File: src/rtl/bob_buf_pkg.sv
// Shared types and widths for the branch order buffer beside the tournament predictor.
package bob_buf_pkg;

    localparam int PC_W        = 64;
    localparam int BOB_BHR_W   = 12;
    localparam int BOB_LHIST_W = 10;
    localparam int BOB_ENTRY_W = PC_W + BOB_BHR_W + BOB_LHIST_W + 2;

    typedef struct packed {
        logic [PC_W-1:0]        pc;
        logic [BOB_BHR_W-1:0]   bhr;
        logic [BOB_LHIST_W-1:0] lochist;
        logic                   ch_we;
        logic                   ch_brdir;
    } bob_entry_t;

endpackage

File: src/rtl/bob_buf_store.sv
// Entry storage for the branch order buffer: one write port, one asynchronous read port.
module bob_store
    import bob_buf_pkg::*;
#(
    parameter int DEPTH     = 16,
    parameter int LOG_DEPTH = 4
) (
    input  logic                   clock,
    input  logic                   we,
    input  logic [LOG_DEPTH-1:0]   waddr,
    input  logic [BOB_ENTRY_W-1:0] wdata,
    input  logic [LOG_DEPTH-1:0]   raddr,
    output logic [BOB_ENTRY_W-1:0] rdata
);

    logic [BOB_ENTRY_W-1:0] mem [DEPTH];

    // Data flops carry no reset; the owner masks reads while the buffer is empty.
    always_ff @(posedge clock) begin
        if (we) begin
            mem[waddr] <= wdata;
        end
    end

    assign rdata = mem[raddr];

endmodule

File: src/rtl/bob_buf.sv
// Branch order buffer: program-order FIFO of predictor state, allocated at F1 and popped at retire.
module bob_buf
    import bob_buf_pkg::*;
#(
    parameter int DEPTH     = 16,
    parameter int LOG_DEPTH = 4
) (
    input  logic                   clock,
    input  logic                   reset_n,
    input  logic                   alloc_vld_i,
    input  logic [PC_W-1:0]        alloc_pc_i,
    input  logic [BOB_BHR_W-1:0]   alloc_bhr_i,
    input  logic [BOB_LHIST_W-1:0] alloc_lochist_i,
    input  logic                   alloc_ch_we_i,
    input  logic                   alloc_ch_brdir_i,
    output logic                   alloc_rdy_o,
    output logic [LOG_DEPTH-1:0]   alloc_tag_o,
    input  logic                   rt_vld_i,
    input  logic                   pipctl_flush_rt_i,
    output logic                   bob_valid_r_o,
    output logic [PC_W-1:0]        bob_pc_r_o,
    output logic [BOB_BHR_W-1:0]   bob_bhr_r_o,
    output logic [BOB_LHIST_W-1:0] bob_lochist_o,
    output logic                   bob_ch_we_o,
    output logic                   bob_ch_brdir_o,
    output logic [LOG_DEPTH:0]     bob_count_o
);

    localparam logic [LOG_DEPTH:0] PTR_ONE = (LOG_DEPTH+1)'(1);

    logic [LOG_DEPTH:0]     head;
    logic [LOG_DEPTH:0]     tail;
    logic                   empty;
    logic                   full;
    logic                   do_alloc;
    logic                   do_retire;
    bob_entry_t             wr_entry;
    bob_entry_t             rd_entry;
    logic [BOB_ENTRY_W-1:0] rd_bits;

    // The MSB of each pointer is a wrap bit, so equal indices disambiguate full from empty.
    assign empty = (head == tail);
    assign full  = (head[LOG_DEPTH-1:0] == tail[LOG_DEPTH-1:0]) &&
                   (head[LOG_DEPTH] != tail[LOG_DEPTH]);

    assign alloc_rdy_o = !full || (rt_vld_i && !pipctl_flush_rt_i);
    assign alloc_tag_o = tail[LOG_DEPTH-1:0];
    assign bob_count_o = tail - head;

    // An allocate into an empty buffer cannot be retired in the same cycle; flush discards both.
    assign do_alloc  = alloc_vld_i && alloc_rdy_o && !pipctl_flush_rt_i;
    assign do_retire = rt_vld_i && !empty;

    always_comb begin
        wr_entry          = '0;
        wr_entry.pc       = alloc_pc_i;
        wr_entry.bhr      = alloc_bhr_i;
        wr_entry.lochist  = alloc_lochist_i;
        wr_entry.ch_we    = alloc_ch_we_i;
        wr_entry.ch_brdir = alloc_ch_brdir_i;
    end

    always_ff @(posedge clock or negedge reset_n) begin
        if (!reset_n) begin
            head <= '0;
            tail <= '0;
        end else if (pipctl_flush_rt_i) begin
            head <= '0;
            tail <= '0;
        end else begin
            if (do_retire) begin
                head <= head + PTR_ONE;
            end
            if (do_alloc) begin
                tail <= tail + PTR_ONE;
            end
        end
    end

    bob_store #(
        .DEPTH     (DEPTH),
        .LOG_DEPTH (LOG_DEPTH)
    ) u_store (
        .clock (clock),
        .we    (do_alloc),
        .waddr (tail[LOG_DEPTH-1:0]),
        .wdata (wr_entry),
        .raddr (head[LOG_DEPTH-1:0]),
        .rdata (rd_bits)
    );

    assign rd_entry = bob_entry_t'(rd_bits);

    // Head data is forced to zero while empty, since the storage itself is never cleared.
    assign bob_valid_r_o  = !empty;
    assign bob_pc_r_o     = empty ? '0   : rd_entry.pc;
    assign bob_bhr_r_o    = empty ? '0   : rd_entry.bhr;
    assign bob_lochist_o  = empty ? '0   : rd_entry.lochist;
    assign bob_ch_we_o    = empty ? 1'b0 : rd_entry.ch_we;
    assign bob_ch_brdir_o = empty ? 1'b0 : rd_entry.ch_brdir;

endmodule

File: config.mk
export PLATFORM = sky130hd
export DESIGN_NAME = bob_buf
export DESIGN_NICKNAME = d
export VERILOG_FILES = /design/src/rtl/bob_buf_pkg.sv /design/src/rtl/bob_buf_store.sv /design/src/rtl/bob_buf.sv
export SDC_FILE = /design/constraint.sdc
export NUM_CORES = 1
export LEC_CHECK = 0
export ABC_AREA = 1
export CORE_MARGIN = 3
export CORE_UTILIZATION = 30
export DETAILED_ROUTE_END_ITERATION = 16
export PLACE_DENSITY_LB_ADDON = 0.15
export SYNTH_ARGS = -nofsm -noshare
export SYNTH_HDL_FRONTEND = slang
export SYNTH_SLANG_ARGS = --single-unit
export TNS_END_PERCENT = 100
File: constraint.sdc
create_clock -name clock -period 20.7 [get_ports clock]
set_clock_uncertainty 0.15 [all_clocks]
set_input_delay 6.21 -clock clock [delete_from_list [all_inputs] [get_ports clock]]
set_output_delay 6.21 -clock clock [all_outputs]
set_load 0.05 [all_outputs]
==> Yosys cells after proc, flatten, opt, wreduce, memory -nomap -nowiden <==
Memory sizes are Yosys's and may differ from the RTL's.
Cells that the tools add are included.
{ "word_totals": {"out_inout_bits": 99, "mem_bits_rw": 1408, "in_bits": 93, "register_bits": 10, "n_memories": 1} }
{ "classes": {"n_mux": 11, "n_reduce_logical": 11, "addsub": 3, "n_eq_ne": 3} }
{ "mem_list": {"columns": ["memory", "words", "width", "rd", "rd_ports_with_merged_regs", "write_ports", "line_no", "rtl"], "rows": [
  ["u_store.mem", 16, 88, 1, 0, 1, "bob_buf_store.sv:16", "logic [BOB_ENTRY_W-1:0] mem [DEPTH];"]
]} }
{ "op_table": {"columns": ["operator", "n"], "rows": [
  ["64-bit two-way mux", 1],
  ["5-bit two-way mux", 4],
  ["12-bit two-way mux", 1],
  ["5-bit by 1-bit adder with 5-bit output, second input constant", 2],
  ["10-bit two-way mux", 1],
  ["5-bit equality test", 1],
  ["1-bit logical AND", 5],
  ["5-bit subtractor", 1],
  ["4-bit equality test", 1],
  ["1-bit two-way mux", 4],
  ["2-bit nonzero test", 2],
  ["1-bit zero test", 3],
  ["1-bit logical OR", 1],
  ["1-bit inequality test", 1]
]} }

==> Depth between registers and ports, before layout <==
Gate-level depths: netlist of run 1.
{ "logic_depth": {"ltp_word": 8, "ltp_mapped": 11, "depth_no_buf": 9} }

==> Modules after synthesis <==
A second synthesis of run 1 with hierarchy kept.
{ "hier_totals": {"hier_cells": 5984, "area_unflattened_um2": 61535.3} }
{ "by_module_without_submodules": {"columns": ["mod", "seq_area_each_um2", "instances", "area_each_um2", "cells_each"], "rows": [
  ["bob_store", 42280.6, 1, 59942.5, 5690],
  ["bob_buf", 250.2, 1, 1592.8, 294]
]} }

==> Worst setup path before layout of run 1 <==
No wires, ideal clock.
{ "synth_timing": {"kind": "input port to flip-flop", "startpoint": "in pipctl_flush_rt_i", "endpoint": "mem u_store.mem[15][0] (netlist name) (enable)", "setup_time_ns": 0.644, "stages": 5, "path_slack_ns": 6.834, "arrival_time_ns": 13.072, "n_path_buf": 0, "t_required_ns": 19.906, "path_cell_list": "inv_1 -> nand2_1 -> nand3_1 -> nand2_1 -> nor3_1"} }
{ "synth_between": {"elab_chain_len": 7} }
{ "synth_rtl": {"columns": ["element", "line_no", "rtl"], "rows": [
  ["start: declaration", "bob_buf.sv:19", "input logic pipctl_flush_rt_i,"],
  ["1-bit zero test", "bob_buf.sv:46", "assign alloc_rdy_o = !full || (rt_vld_i && !pipctl_flush_rt_i);"],
  ["1-bit logical AND", "bob_buf.sv:46", null],
  ["1-bit logical OR", "bob_buf.sv:46", null],
  ["via alloc_rdy_o", "bob_buf.sv:16", "output logic alloc_rdy_o,"],
  ["1-bit logical AND (2 in series)", "bob_buf.sv:51", "assign do_alloc = alloc_vld_i && alloc_rdy_o && !pipctl_flush_rt_i;"],
  ["1-bit two-way mux", "bob_buf_store.sv:20", "if (we) begin"],
  ["1-bit two-way mux (implied by the code)", "bob_buf_store.sv:21", "mem[waddr] <= wdata;"],
  ["end: declaration", "bob_buf_store.sv:16", null]
]} }
The timed path passes the listed nets, and every way through them passes these cells.

==> Final worst setup path of run 1 <==
{ "layout_timing": {"startpoint": "in pipctl_flush_rt_i", "endpoint": "out alloc_rdy_o"} }
{ "layout_between": {"elab_chain_len": 3} }
{ "layout_rtl": {"columns": ["element", "line_no"], "rows": [
  ["1-bit zero test", "bob_buf.sv:46"],
  ["1-bit logical AND", "bob_buf.sv:46"],
  ["1-bit logical OR", "bob_buf.sv:46"],
  ["end: declaration", "bob_buf.sv:16"]
]} }
Every way passes these cells.

==> results of run 1 <==
==> per-layer routing <==
| metal | vias up | global-route usage (%) | part of all wire [%] |
|---|---|---|---|
| met1 | 19170 | 23.45 | 48 |
| li1 | 19314 | - | - |
| met5 | - | 0 | 0.015 |
| met3 | 206 | 2.794 | 4.2 |
| met4 | 4 | 3.896 | 1.8 |
| met2 | 706 | 26.70 | 46 |
==> worst min-delay path: stages (launching register included) <==
cell,delay (ns)
dfrtp_1,0.42
nand3_1,0.10
nand2_1,0.06
==> layout make-up <==
class	instances	area (sq um)
Antenna cell	6	15.01
Clock buffer	213	4330
Clock inverter	83	774.5
Fill cell	19987	130300
Inverter	982	3714
Multi-Input combinational cell	3264	13550
Sequential cell	1418	42540
Tap cell	2656	3323
Timing Repair Buffer	253	2527
==> power breakdown <==
group	internal, mW	total [mW]	switching, mW
Sequential	3.18	3.21	0.0236
Clock	1.60	2.78	1.17
Combinational	0.722	2.69	1.96
==> worst paths after layout <==
| path | to | depth (start not counted) | startpoint | slack (ns) |
|---|---|---|---|---|
| max | alloc_rdy_o | 5 | pipctl_flush_rt_i | 6.19 |
| min | head[4]$_DFFE_PN0P_ | 2 | head[4]$_DFFE_PN0P_ | 0.47 |
| max reg2reg | u_store.mem[4][51]$_DFFE_PP_ | 11 | head[1]$_DFFE_PN0P_ | 14.64 |
| min reg2reg | head[4]$_DFFE_PN0P_ | 2 | head[4]$_DFFE_PN0P_ | 0.47 |
| max in group asynchronous | head[0]$_DFFE_PN0P_ | 1 | reset_n | 14.41 |
| min in group asynchronous | head[4]$_DFFE_PN0P_ | 1 | reset_n | 5.60 |
==> placed cells by master (no fill, tap or decap) <==
cell type | Yosys | routed
nor3_1 | 2 | 1
nand3_1 | 721 | 721
xor2_1 | 9 | 9
dfrtp_1 | 10 | 7
clkinv_1 | 0 | 43
inv_4 | 0 | 3
a21oi_1 | 90 | 90
xnor2_1 | 1 | 1
ha_1 | 9 | 9
inv_1 | 978 | 976
o21ai_0 | 3 | 3
bufinv_16 | 0 | 10
clkinv_2 | 0 | 14
inv_16 | 0 | 2
fa_1 | 1 | 1
nand2_1 | 2405 | 2405
clkbuf_16 | 0 | 166
clkbuf_1 | 93 | 47
nor2_1 | 20 | 5
nand3b_1 | 2 | 2
buf_4 | 26 | 50
inv_8 | 0 | 2
clkinv_4 | 0 | 2
nor3_2 | 0 | 1
clkdlybuf4s50_1 | 0 | 191
clkinv_16 | 0 | 2
dfrtp_4 | 0 | 3
inv_6 | 0 | 6
diode_2 | 0 | 6
clkinv_8 | 0 | 5
edfxtp_1 | 1408 | 1408
buf_12 | 0 | 12
nor2_4 | 0 | 16
==> cells by family after synthesis <==
| logic type | Yosys count | synth area share (%) |
|---|---|---|
| buffers and inverters | 1278 | 8.343 |
| xor gates and xnor gates | 10 | 0.1435 |
| DFF | 1418 | 69.66 |
| and+or+nand+nor | 3151 | 20.87 |
| adders and majority gates | 10 | 0.2172 |
| AOI/OAI and AO/OA | 93 | 0.7624 |
==> sequential cells by signal, summed over array words and instances (netlist names) <==
register     flops
head             5
u_store.mem   1408
tail             5
==> flow_metrics.py, run 1 <==
metrics = {
    "synthesis": {
        "synth_enable_flop_cells": 1408,
        "synth_top_area_cell": "edfxtp_1",
        "ys_top_cells_by_area": "edfxtp_1 69%, nand2_1 15%, inv_1 6.0%, nand3_1 5.9%, buf_2 1.2%",
        "async_flop_share_pct": 0.7052,
        "ys_types": 21,
        "yosysWarnings": 0,
        "yosys_most_used_dff": "edfxtp_1",
        "yosysSeqAreaShare_pct": 69.66,
        "synth_cells": 5960,
        "ys_top_cells_by_count": "2405 x nand2_1, 1408 x edfxtp_1, 978 x inv_1, 721 x nand3_1, 147 x buf_2",
        "avgSynthCellArea_sq_um": 10.24,
        "syn_area_sq_mm": 0.06105,
        "synth-seq-cells": 1418,
        "syn_nets": 6063,
        "yosys.area.top_type_share_pct": 69.25,
        "yosysMostFrequentCell": "nand2_1",
    },
    "critical_path": {
        "cp_cell_sequence": "clkdlybuf4s50_1 -> inv_1 -> nand2_1 -> nand3_1 -> clkdlybuf4s50_1",
        "critPathSlowestCell": "clkdlybuf4s50_1",
        "start_kind": "primary input",
        "path_class": "primary input to output port",
        "cp_slowest_stage_delay_ns": 0.81,
        "endpoint_kind": "output port",
        "critPathMostFrequentCell": "clkdlybuf4s50_1",
        "required_ns": 14.34,
        "path_buf_inv": 3,
        "cp_top_family": "buffers and inverters",
        "crit_path_max_fanout": 16,
        "cp.arrival_ns": 8.15,
    },
    "timing": {
        "worstMarginPinSlew_ns": 1.169,
        "rsz0062_at_grt": "false",
        "setup_viol": 0,
        "setup_tns_ns": 0,
        "maxSlewHeadroom_pct": 22.10,
        "fin_crit_ns": 14.51,
        "min_period_over_period_pct": 70.09,
        "hold_viol": 0,
        "hold_ws_ns": 0.4663,
        "max_freq_ghz": 0.06893,
        "setup_ws_ns": 6.192,
        "slew_violations": 0,
    },
    "die": {
        "rows": 164,
        "fp.dieW_um": 457.1,
        "core_sq_mm": 0.2011,
        "die_height_um": 457.1,
        "die_area_sq_mm": 0.2090,
        "initial_core_util_pct": 30.36,
        "pin_count": 192,
    },
    "grt": {
        "antenna_found_initial": 15,
        "grt_util_all_layers_pct": 16.62,
        "grt_pass1_vias": 38203,
        "grt_start_max_net_pins": 168,
        "grt_pass1_wl_mm": 258.9,
        "grt.overflow.total": 0,
    },
    "status": {
        "status": "finished, final reports clean",
    },
    "place": {
        "placed_cell_area_sq_mm": 0.06566,
        "place_congestion": 0.7066,
        "dp_worst_setup_slack_ns": 6.201,
        "detailed_place_hpwl_mm": 82.18,
        "io_buffers": 191,
        "dp_cells": 8573,
    },
    "finish": {
        "drive_above_1_share_pct": 4.732,
        "fin_util_pct": 35.20,
        "final_area_sq_mm": 0.07078,
        "fin_nets": 6187,
        "fin_cells": 8875,
        "area_delta_synth_final_pct": 15.93,
    },
    "drt": {
        "drt-initial-drc-count": 2797,
        "drc_errors": 0,
        "vias": 39400,
        "viasPerCell": 4.439,
        "wl_per_cell_um": 19.80,
        "wl_mm": 175.7,
        "antenna_left": 0,
        "first_pass_iters": 5,
    },
    "clock_network": {
        "cts_setup_buffers": 0,
        "cts.sinks": 1418,
        "worstSkewPairLatency_ns": 0.79,
        "cts_root_buf": "clkbuf_16",
        "max-clock-path-buffers": 3,
        "clkTransAtPathRegs_ns": 0.06,
        "cts_hold_buf": 0,
        "post_cts_resized": 0,
        "cts_tree": "done",
        "cts_buffers": 165,
        "htree_levels": 4,
    },
    "power_and_ir_drop": {
        "powerDensity_mw_per_mm2": 122.5,
        "fin_total_pwr_mw": 8.670,
        "leakage_nw": 29.27,
        "vdd_drop_max_mv": 0.1389,
    },
    "run": {
        "maxCapViolations": 0,
    },
    "worst_hold_path": {
        "hold_class": "register to register",
    },
}
Power figures use the tool's default switching activity.
==> run 2, diff against run 1 <==
==> constraint.sdc (replaced) <==
create_clock -name clock -period 15 [get_ports clock]
set_clock_uncertainty 0.15 [all_clocks]
set_input_delay 4.5 -clock clock [delete_from_list [all_inputs] [get_ports clock]]
set_output_delay 4.5 -clock clock [all_outputs]
set_load 0.05 [all_outputs]
==> run 2 against run 1 <==
Hold slack worse by 0.0035 ns. Design area down 0.34%. Routed wire length shrank 0.26%. Utilization is 0.12 points lower. Power increased by 37%. Sequential power up 38%. Register-to-register slack lost 5.7 ns. Critical path depth unchanged. Critical endpoint unchanged. Largest power group unchanged.
==> flow_metrics.py, run 2 (synthesized netlist as in run 1, its figures left out) <==
metrics = {
    "finish": {
        "top_regs": "u_store.mem (1408), head (5), tail (5)",
        "fin_nets": 6192,
        "mostFrequentLayoutCell": "nand2_1",
        "drive_above_1_share_pct": 4.816,
        "area_delta_synth_final_pct": 15.54,
        "fin_cells": 8873,
        "largest_reg_flops": 1408,
        "fill_cells": 20038,
        "largest_register": "u_store.mem",
        "layout_common_cells": "2405 x nand2_1, 1408 x edfxtp_1, 976 x inv_1, 721 x nand3_1, 191 x clkdlybuf4s50_1",
    },
    "die": {
        "rows": 164,
        "die_area_sq_mm": 0.2090,
        "die_height_um": 457.1,
        "fp.dieW_um": 457.1,
        "pin_count": 192,
        "core_sq_mm": 0.2011,
        "initial_core_util_pct": 30.36,
    },
    "drt": {
        "first_pass_iters": 5,
        "antenna_left": 0,
        "drt-initial-drc-count": 2529,
        "wl_per_cell_um": 19.75,
        "wl_mm": 175.2,
        "drc_errors": 0,
        "viasPerCell": 4.448,
        "vias": 39466,
    },
    "grt": {
        "grt.overflow.total": 0,
        "grt_pass1_vias": 38371,
        "grt_start_max_net_pins": 172,
        "grt_pass1_wl_mm": 257.8,
        "antenna_found_initial": 18,
        "grt_util_all_layers_pct": 16.56,
    },
    "clock_network": {
        "cts_buffers": 162,
        "cts.sinks": 1418,
        "cts_tree": "done",
        "worstSkewPairLatency_ns": 0.79,
        "cts_root_buf": "clkbuf_16",
        "clkTransAtPathRegs_ns": 0.06,
        "htree_levels": 4,
        "post_cts_resized": 0,
        "cts_setup_buffers": 0,
        "max-clock-path-buffers": 3,
        "cts_hold_buf": 0,
    },
    "run": {
        "maxCapViolations": 0,
    },
    "timing": {
        "min_period_over_period_pct": 73.58,
        "setup_viol": 0,
        "max_freq_ghz": 0.09060,
        "fin_crit_ns": 11.04,
        "setup_tns_ns": 0,
        "hold_ws_ns": 0.4628,
        "rsz0062_at_grt": "false",
        "slew_violations": 0,
        "worstMarginPinSlew_ns": 1.157,
        "setup_ws_ns": 3.963,
        "hold_viol": 0,
        "maxSlewHeadroom_pct": 22.88,
    },
    "power_and_ir_drop": {
        "leakage_nw": 29.19,
        "powerDensity_mw_per_mm2": 167.9,
        "vdd_drop_max_mv": 0.1673,
    },
    "critical_path": {
        "crit_path_max_fanout": 16,
        "cp-startpoint": "pipctl_flush_rt_i",
        "start_kind": "primary input",
        "r2r_setup_slack_ns": 8.93,
        "timing.rr.start": "head[2]$_DFFE_PN0P_",
        "crit_path_end": "alloc_rdy_o",
        "required_ns": 10.35,
        "endpoint_kind": "output port",
        "r2r-end": "u_store.mem[4][51]$_DFFE_PP_",
        "path_class": "primary input to output port",
        "cp.arrival_ns": 6.39,
        "reg2reg_depth": 12,
    },
    "place": {
        "place_congestion": 0.6986,
        "dp_cells": 8581,
        "io_buffers": 191,
        "detailed_place_hpwl_mm": 85.24,
        "dp_worst_setup_slack_ns": 3.960,
    },
    "status": {
        "status": "finished, final reports clean",
    },
    "worst_hold_path": {
        "hold_class": "register to register",
    },
}
run 2: cell count changes in the layout (fill, tap and decap cells not counted), sizes merged:
| cell | delta |
|---|---|
| clkbuf | -6 |
| diode | +2 |
| buf | +8 |
| inv | -4 |
| clkinvlp | +2 |
| bufinv | -4 |
run 2: metal layers:
metal	vias to the layer above	global-route usage [%]	share of wire (%)	wire (um)
li1	19312	-	-	-
met1	19128	23.11	47	83030
met2	806	26.69	46	80420
met3	218	2.953	4.8	8459
met4	2	4.072	1.9	3309
met5	-	0	0.0068	12
run 2: where the power goes:
part | switching, mW | internal, mW | total (mW)
Sequential | 0.0465 | 4.39 | 4.44
Combinational | 2.69 | 0.990 | 3.68
Clock | 1.59 | 2.13 | 3.72
run 2: through the flow:
step	instance area (sq um)	util [%]	total power, mW
3_3_place_gp	65600	32.62	8.275
4_1_cts	70520	35.07	12.03
5_1_grt	70520	35.07	12.47
6_report	70540	35.08	11.84
2_1_floorplan	61050	-	6.986
3_5_place_dp	65600	32.62	8.271
run 2: how the worst min path moves through the flow:
stage,startpoint,to,slack (ns),cells past startpoint
2_1_floorplan,head[4]$_DFFE_PN0P_,head[4]$_DFFE_PN0P_,0.42,2
3_3_place_gp,head[4]$_DFFE_PN0P_,head[4]$_DFFE_PN0P_,0.44,2
3_5_place_dp,head[4]$_DFFE_PN0P_,head[4]$_DFFE_PN0P_,0.45,2
4_1_cts,head[4]$_DFFE_PN0P_,head[4]$_DFFE_PN0P_,0.47,2
5_1_grt,head[4]$_DFFE_PN0P_,head[4]$_DFFE_PN0P_,0.51,2
6_report,head[4]$_DFFE_PN0P_,head[4]$_DFFE_PN0P_,0.46,2
run 2: final cells by class:
class,count,area [sq um],area share [%]
diodes,8,20.02,0.02838
clock buffers,207,4329,6.137
clock inverters,77,585.6,0.8301
inverters,982,3714,5.265
multi-input cells,3264,13550,19.21
flip-flops and latches,1418,42540,60.31
well taps,2656,3323,4.711
repair buffers,261,2475,3.509
run 2: worst max-delay path: stages:
cell             delay (ns)
clkdlybuf4s50_1        0.48
inv_1                  0.39
nand2_1                0.09
nand3_1                0.12
clkdlybuf4s50_1        0.81
